--- src/rtl/regfile_pkg.sv ---
// Shared types and defaults for the parametrised register file.
// Dump engine state encoding and flat-port slicing helper live here.
package regfile_pkg;

    localparam int unsigned DATA_W_DEF = 32;
    localparam int unsigned ADDR_W_DEF = 5;
    localparam int unsigned NUM_RD_DEF = 2;

    typedef enum logic [1:0] {
        DUMP_IDLE = 2'd0,
        DUMP_SEND = 2'd1,
        DUMP_DONE = 2'd2
    } dump_state_e;

    // Low bit of port `port` inside a flat bus of `width`-bit lanes.
    function automatic int unsigned slice_lo(input int unsigned port, input int unsigned width);
        return port * width;
    endfunction

endpackage

--- src/rtl/regfile_dump_fsm.sv ---
// Serial dump engine: walks every register once, one beat per valid/ready handshake.
// Reads the array through a dedicated request/response port owned by the top.
module regfile_dump_fsm
    import regfile_pkg::*;
#(
    parameter int unsigned DATA_W = DATA_W_DEF,
    parameter int unsigned ADDR_W = ADDR_W_DEF
) (
    input  logic              clock,
    input  logic              reset_n,
    input  logic              dump_start,
    input  logic              dump_ready,
    output logic [ADDR_W-1:0] rd_req_addr_c,
    input  logic [DATA_W-1:0] rd_resp_data,
    output logic              dump_valid,
    output logic [ADDR_W-1:0] dump_addr,
    output logic [DATA_W-1:0] dump_data,
    output logic              dump_active,
    output logic              dump_done
);

    localparam logic [ADDR_W-1:0] LAST_IDX = '1;

    dump_state_e       state_q, state_d;
    logic [ADDR_W-1:0] idx_q, idx_d;
    logic [DATA_W-1:0] data_q, data_d;
    logic              valid_q, valid_d;
    logic              active_q, active_d;
    logic              done_q, done_d;

    // Address of the beat that would be loaded on this edge; kept apart from
    // the next-state block so the read response never loops back into it.
    always_comb begin
        rd_req_addr_c = '0;
        if (state_q == DUMP_SEND) begin
            rd_req_addr_c = idx_q + ADDR_W'(1);
        end
    end

    always_ff @(posedge clock or negedge reset_n) begin
        if (!reset_n) begin
            state_q  <= DUMP_IDLE;
            idx_q    <= '0;
            data_q   <= '0;
            valid_q  <= 1'b0;
            active_q <= 1'b0;
            done_q   <= 1'b0;
        end else begin
            state_q  <= state_d;
            idx_q    <= idx_d;
            data_q   <= data_d;
            valid_q  <= valid_d;
            active_q <= active_d;
            done_q   <= done_d;
        end
    end

    always_comb begin
        state_d = state_q;
        idx_d   = idx_q;
        data_d  = data_q;
        valid_d = valid_q;
        done_d  = 1'b0;
        unique case (state_q)
            DUMP_IDLE: begin
                if (dump_start) begin
                    state_d = DUMP_SEND;
                    idx_d   = '0;
                    data_d  = rd_resp_data;
                    valid_d = 1'b1;
                end
            end
            DUMP_SEND: begin
                if (valid_q && dump_ready) begin
                    if (idx_q == LAST_IDX) begin
                        state_d = DUMP_DONE;
                        valid_d = 1'b0;
                        done_d  = 1'b1;
                    end else begin
                        idx_d  = idx_q + ADDR_W'(1);
                        data_d = rd_resp_data;
                    end
                end
            end
            DUMP_DONE: state_d = DUMP_IDLE;
            default:   state_d = DUMP_IDLE;
        endcase
        active_d = (state_d != DUMP_IDLE);
    end

    assign dump_valid  = valid_q;
    assign dump_addr   = idx_q;
    assign dump_data   = data_q;
    assign dump_active = active_q;
    assign dump_done   = done_q;

endmodule

--- src/rtl/regfile_param.sv ---
// Parametrised multi-read-port register file with busy scoreboard and serial dump.
// Define REGFILE_BYPASS_EN for same-cycle write-to-read forwarding.
module regfile_param
    import regfile_pkg::*;
#(
    parameter int unsigned DATA_W   = DATA_W_DEF,
    parameter int unsigned ADDR_W   = ADDR_W_DEF,
    parameter int unsigned NUM_RD   = NUM_RD_DEF,
    parameter int unsigned ZERO_REG = 1
) (
    input  logic                     clock,
    input  logic                     reset_n,
    input  logic                     wr_en,
    input  logic [ADDR_W-1:0]        wr_addr,
    input  logic [DATA_W-1:0]        wr_data,
    input  logic [NUM_RD*ADDR_W-1:0] rd_addr,
    output logic [NUM_RD*DATA_W-1:0] rd_data,
    output logic [NUM_RD-1:0]        rd_busy,
    input  logic                     rsv_en,
    input  logic [ADDR_W-1:0]        rsv_addr,
    input  logic                     dump_start,
    output logic                     dump_valid,
    input  logic                     dump_ready,
    output logic [ADDR_W-1:0]        dump_addr,
    output logic [DATA_W-1:0]        dump_data,
    output logic                     dump_active,
    output logic                     dump_done
);

    localparam int unsigned DEPTH = 2 ** ADDR_W;
    localparam bit          ZR    = (ZERO_REG != 0);

    logic [DATA_W-1:0] mem_q [DEPTH];
    logic [DEPTH-1:0]  busy_q, busy_d;
    logic [ADDR_W-1:0] dump_rd_addr_c;
    logic [DATA_W-1:0] dump_rd_data_c;

    // Read value for one address: stored word, optional forwarding, zero register.
    function automatic logic [DATA_W-1:0] read_sel(
        input logic [ADDR_W-1:0] a,
        input logic [DATA_W-1:0] stored,
        input logic              we,
        input logic [ADDR_W-1:0] wa,
        input logic [DATA_W-1:0] wd
    );
        logic [DATA_W-1:0] v;
        v = stored;
`ifdef REGFILE_BYPASS_EN
        if (we && (wa == a)) v = wd;
`else
        if (we && (wa == a) && 1'b0) v = wd;
`endif
        if (ZR && (a == '0)) v = '0;
        return v;
    endfunction

    always_ff @(posedge clock or negedge reset_n) begin
        if (!reset_n) begin
            for (int i = 0; i < int'(DEPTH); i++) mem_q[i] <= '0;
        end else if (wr_en && !(ZR && (wr_addr == '0))) begin
            mem_q[wr_addr] <= wr_data;
        end
    end

    // Writeback clears, reserve sets; the reserve wins on a same-address collision.
    always_comb begin
        busy_d = busy_q;
        if (wr_en)  busy_d[wr_addr]  = 1'b0;
        if (rsv_en) busy_d[rsv_addr] = 1'b1;
        if (ZR)     busy_d[0]        = 1'b0;
    end

    always_ff @(posedge clock or negedge reset_n) begin
        if (!reset_n) busy_q <= '0;
        else          busy_q <= busy_d;
    end

    for (genvar k = 0; k < int'(NUM_RD); k++) begin : g_rd
        logic [ADDR_W-1:0] addr;
        assign addr = rd_addr[slice_lo(k, ADDR_W) +: ADDR_W];
        assign rd_data[slice_lo(k, DATA_W) +: DATA_W] =
            read_sel(addr, mem_q[addr], wr_en, wr_addr, wr_data);
        assign rd_busy[k] = busy_q[addr];
    end

    assign dump_rd_data_c = read_sel(dump_rd_addr_c, mem_q[dump_rd_addr_c],
                                     wr_en, wr_addr, wr_data);

    regfile_dump_fsm #(
        .DATA_W (DATA_W),
        .ADDR_W (ADDR_W)
    ) u_dump (
        .clock         (clock),
        .reset_n       (reset_n),
        .dump_start    (dump_start),
        .dump_ready    (dump_ready),
        .rd_req_addr_c (dump_rd_addr_c),
        .rd_resp_data  (dump_rd_data_c),
        .dump_valid    (dump_valid),
        .dump_addr     (dump_addr),
        .dump_data     (dump_data),
        .dump_active   (dump_active),
        .dump_done     (dump_done)
    );

endmodule

--- config.mk ---
export PLATFORM = sky130hd
export DESIGN_NAME = regfile_param
export DESIGN_NICKNAME = d
export VERILOG_FILES = /design/src/rtl/regfile_pkg.sv /design/src/rtl/regfile_dump_fsm.sv /design/src/rtl/regfile_param.sv
export SDC_FILE = /design/constraint.sdc
export NUM_CORES = 2
export LEC_CHECK = 0
export CORE_MARGIN = 2
export CORE_UTILIZATION = 45
export CTS_BUF_LIST = sky130_fd_sc_hd__clkbuf_4 sky130_fd_sc_hd__clkbuf_8
export DETAILED_ROUTE_END_ITERATION = 6
export SLEW_MARGIN = 0
export SYNTH_ARGS = -nofsm -noshare
export SYNTH_HDL_FRONTEND = slang
export SYNTH_SLANG_ARGS = --single-unit
export TNS_END_PERCENT = 1
--- constraint.sdc ---
create_clock -name clock -period 6.7 [get_ports clock]
set_clock_uncertainty 0.2 [all_clocks]
set_input_delay 1.34 -clock clock [delete_from_list [all_inputs] [get_ports clock]]
set_output_delay 1.34 -clock clock [all_outputs]
set_load 0.1 [all_outputs]
==> flow_metrics.py <==
metrics = {
    "status": {
        "outcome": "complete, no violations",
    },
    "setup_path": {
        "critPathMaxFanout": 59,
        "worstSetupEndpointType": "output pin",
        "crit_buf_inv": 3,
        "reg2reg_slack_ps": 2120,
        "worst_path_max_delay_cell": "buf_8",
        "cp-start-kind": "input port",
        "critical_path_class": "input port to output pin",
        "required_ps": 5160,
        "cpMostUsedCell": "mux4_2",
        "critPathMaxStageDelay_ps": 600,
        "cp_top_family": "multiplexers",
        "path_cells": "buf_8 -> buf_4 -> mux4_2 -> mux4_2 -> mux2i_1 -> nor2_1 -> buf_12",
        "crit_arrival_ps": 4360,
    },
    "routing": {
        "vias": 49950,
        "drt-initial-drc-count": 6103,
        "drtPass1Iterations": 5,
        "drt.antenna.violating_nets": 0,
        "drc": 0,
        "viasPerCell": 7.091,
        "drt_wl_total_um": 254300,
        "avgRoutedWirePerCell_um": 36.10,
    },
    "clock_network": {
        "cts_sinks": 1097,
        "root_buffer": "clkbuf_8",
        "cts_tree": "done",
        "cts_setup_buffers": 0,
        "cts.clk_slew.worst_paths_ps": 60,
        "clockBufferDepth": 3,
        "h-tree-depth": 4,
        "insertion_delay_ps": 960,
        "holdBufCountCts": 0,
        "cts_resized": 0,
        "cts_buffers": 193,
    },
    "die": {
        "io_pins": 164,
        "core_mm2": 0.1478,
        "initial_core_util": 0.4535,
        "die_area_mm2": 0.1521,
        "die_x_um": 390.0,
        "num_rows": 141,
        "die_h_um": 390.0,
    },
    "logic_synthesis": {
        "synth-main-ff-cell": "dfrtp_1",
        "syn-num-nets": 5083,
        "synth-seq-cells": 1097,
        "ys_seq_area_frac": 0.4094,
        "ys_types": 73,
        "syn_area_per_cell_um2": 13.35,
        "syn_area_mm2": 0.06705,
        "yosys.area.top_type": "dfrtp_1",
        "yosysWarningCount": 0,
        "synth_edf_count": 0,
        "async_reset_ff_frac": 1.000,
        "netlist_instances": 5023,
        "synth_top_area_frac": 0.4094,
        "yosys-top-cells-area": "dfrtp_1 41%, mux4_2 23%, mux2_2 18%, mux2i_1 2.5%, clkbuf_1 1.8%",
    },
    "pwr": {
        "vdd_drop_max_mv": 0.4782,
        "total_power_mw": 29.29,
        "p_leak_nw": 31.35,
        "power.density_mw_per_mm2": 391.0,
    },
    "timing": {
        "rsz0062_at_grt": "no",
        "setup_viol": 0,
        "min_period_over_period": 0.8800,
        "setup-tns-final_ps": 0,
        "hold_viol": 0,
        "drv_slew": 0,
        "fin_crit_ps": 5896,
        "fmaxAchievable_ghz": 0.1696,
        "tightest_slew_ps": 1290,
        "slew-limit-headroom": 0.1366,
    },
    "placed_design": {
        "hpwlAfterDp_um": 142300,
        "io_buffers": 163,
        "gp_congestion": 0.8554,
        "dp.cells": 6683,
    },
    "min_path": {
        "hold_class": "input port to async pin",
    },
    "cells_and_area": {
        "drive_above_1_share": 0.4668,
        "nets": 5008,
        "instances_no_fill": 7044,
        "area_growth_syn_to_layout_pct": 11.73,
        "post-route-util": 0.5067,
    },
    "global_routing": {
        "track_usage": 0.3343,
        "antenna_found_initial": 15,
        "grt_pass1_wl_um": 366700,
        "grt_max_degree": 169,
        "grt_pass1_vias": 49600,
        "grt.overflow.total": 0,
    },
    "run": {
        "cap_violations": 0,
    },
}
==> synthesized netlist by cell type, types with 9 or more instances <==
library cell / count
nor3_1: 24
buf_4: 17
or3_1: 19
a22o_1: 17
a32o_1: 11
mux2i_1: 170
nor4_1: 11
buf_1: 68
nand2_1: 299
o221ai_1: 40
buf_2: 174
o211ai_1: 27
mux4_2: 681
a211oi_1: 52
a2bb2oi_1: 47
a21oi_1: 134
a32oi_1: 14
nand3b_1: 10
mux2_2: 1055
o22ai_1: 61
dfrtp_1: 1097
a221oi_1: 25
nand2b_1: 25
nor2_1: 199
and2_1: 19
nand3_1: 56
clkbuf_1: 322
and3_1: 12
a31oi_1: 34
nor2b_1: 9
a221o_1: 9
o2bb2ai_1: 11
a21o_1: 9
a2111oi_0: 15
o21ai_0: 122
a22oi_1: 17
nor3b_1: 9
==> cells in the final DEF, fill, tap and decap left out, types with 24 or more instances in the layout <==
cell	synthesis	final
a221oi_1	25	25
nand2b_1	25	24
mux2_2	1055	1055
nand3_1	56	55
o221ai_1	40	40
nor3_1	24	24
buf_4	17	171
clkbuf_8	0	244
o211ai_1	27	27
dfrtp_1	1097	1096
clkinv_2	0	27
clkdlybuf4s50_1	0	86
nor2_1	199	178
nand2_1	299	281
a211oi_1	52	52
buf_12	0	47
a21oi_1	134	134
mux4_2	681	681
a31oi_1	34	34
a2bb2oi_1	47	47
o22ai_1	61	61
o21ai_0	122	122
clkbuf_4	0	60
mux2i_1	170	169
==> worst paths after layout <==
| check | from | end | cells past startpoint |
|---|---|---|---|
| setup reg to reg | u_dump.dump_addr[0] | u_dump.dump_data[27] | 7 |
| max in group asynchronous | reset_n | mem_q[90] | 2 |
| hold / removal | reset_n | busy_q[7] | 1 |
| setup / recovery | rd_addr[5] | rd_data[59] | 7 |
| min in group clock | mem_q[1022] | mem_q[1022] | 0 |
| hold reg to reg | mem_q[1022] | mem_q[1022] | 0 |
==> cell families (layout without fill, tap and decap cells) <==
| logic type | after synthesis | in the layout | share of synthesized area |
|---|---|---|---|
| adders and majority gates | 2 | 2 | 0.0003732 |
| and+or+nand+nor | 718 | 718 | 0.04794 |
| xor gates and xnor gates | 4 | 4 | 0.0007466 |
| muxes | 1906 | 1906 | 0.4313 |
| AOI/OAI and AO/OA | 710 | 710 | 0.07321 |
| other | 0 | 7 | 0 |
| DFF | 1097 | 1097 | 0.4094 |
| buffers and inverters | 586 | 670 | 0.03700 |
==> routing by layer <==
metal,share of wire,vias up,GRT usage
met2,0.45,3328,0.5019
met4,0.058,10,0.1780
met1,0.39,26340,0.4555
met5,0.00025,-,0
li1,-,19520,-
met3,0.10,757,0.07270
==> cell type report <==
class                   instances  area (um^2)
inverters                       5        26.28
diodes                          7        17.52
clock buffers                 304         3809
clock inverters                50        525.5
multi-input cells            3340        37480
flip-flops and latches       1097        27460
well taps                    1930         2415
repair buffers                311         3183
fillers                     12660        72920
==> per-stage QoR <==
| stage | hold WS, ps | worst slack, ps | cell area (um^2) |
|---|---|---|---|
| 3_5_place_dp | 203.1 | 808.3 | 70560 |
| 4_1_cts | 185.2 | 811.2 | 74900 |
| 2_1_floorplan | 261.8 | 1180 | 67050 |
| 3_3_place_gp | 200.1 | 782.8 | 70560 |
| 6_report | 219.5 | 803.8 | 74910 |
| 5_1_grt | 230.7 | 691.2 | 74900 |
==> sequential cells by signal, summed over array words and instances, names as in the netlist <==
name / cells
u_dump.state_q: 2
busy_q: 31
u_dump.dump_active: 1
u_dump.dump_addr: 5
u_dump.dump_done: 1
u_dump.dump_valid: 1
u_dump.dump_data: 32
mem_q: 1024
==> power by group <==
part / switching, mW / total [mW] / internal [mW] / leakage, nW
Sequential: 1.40 / 9.36 / 7.96 / 14.0
Clock: 3.05 / 6.98 / 3.93 / 2.31
Combinational: 8.08 / 12.9 / 4.86 / 15.0
Total: 12.5 / 29.3 / 16.8 / 31.4
(Power assumes the default switching activity.)
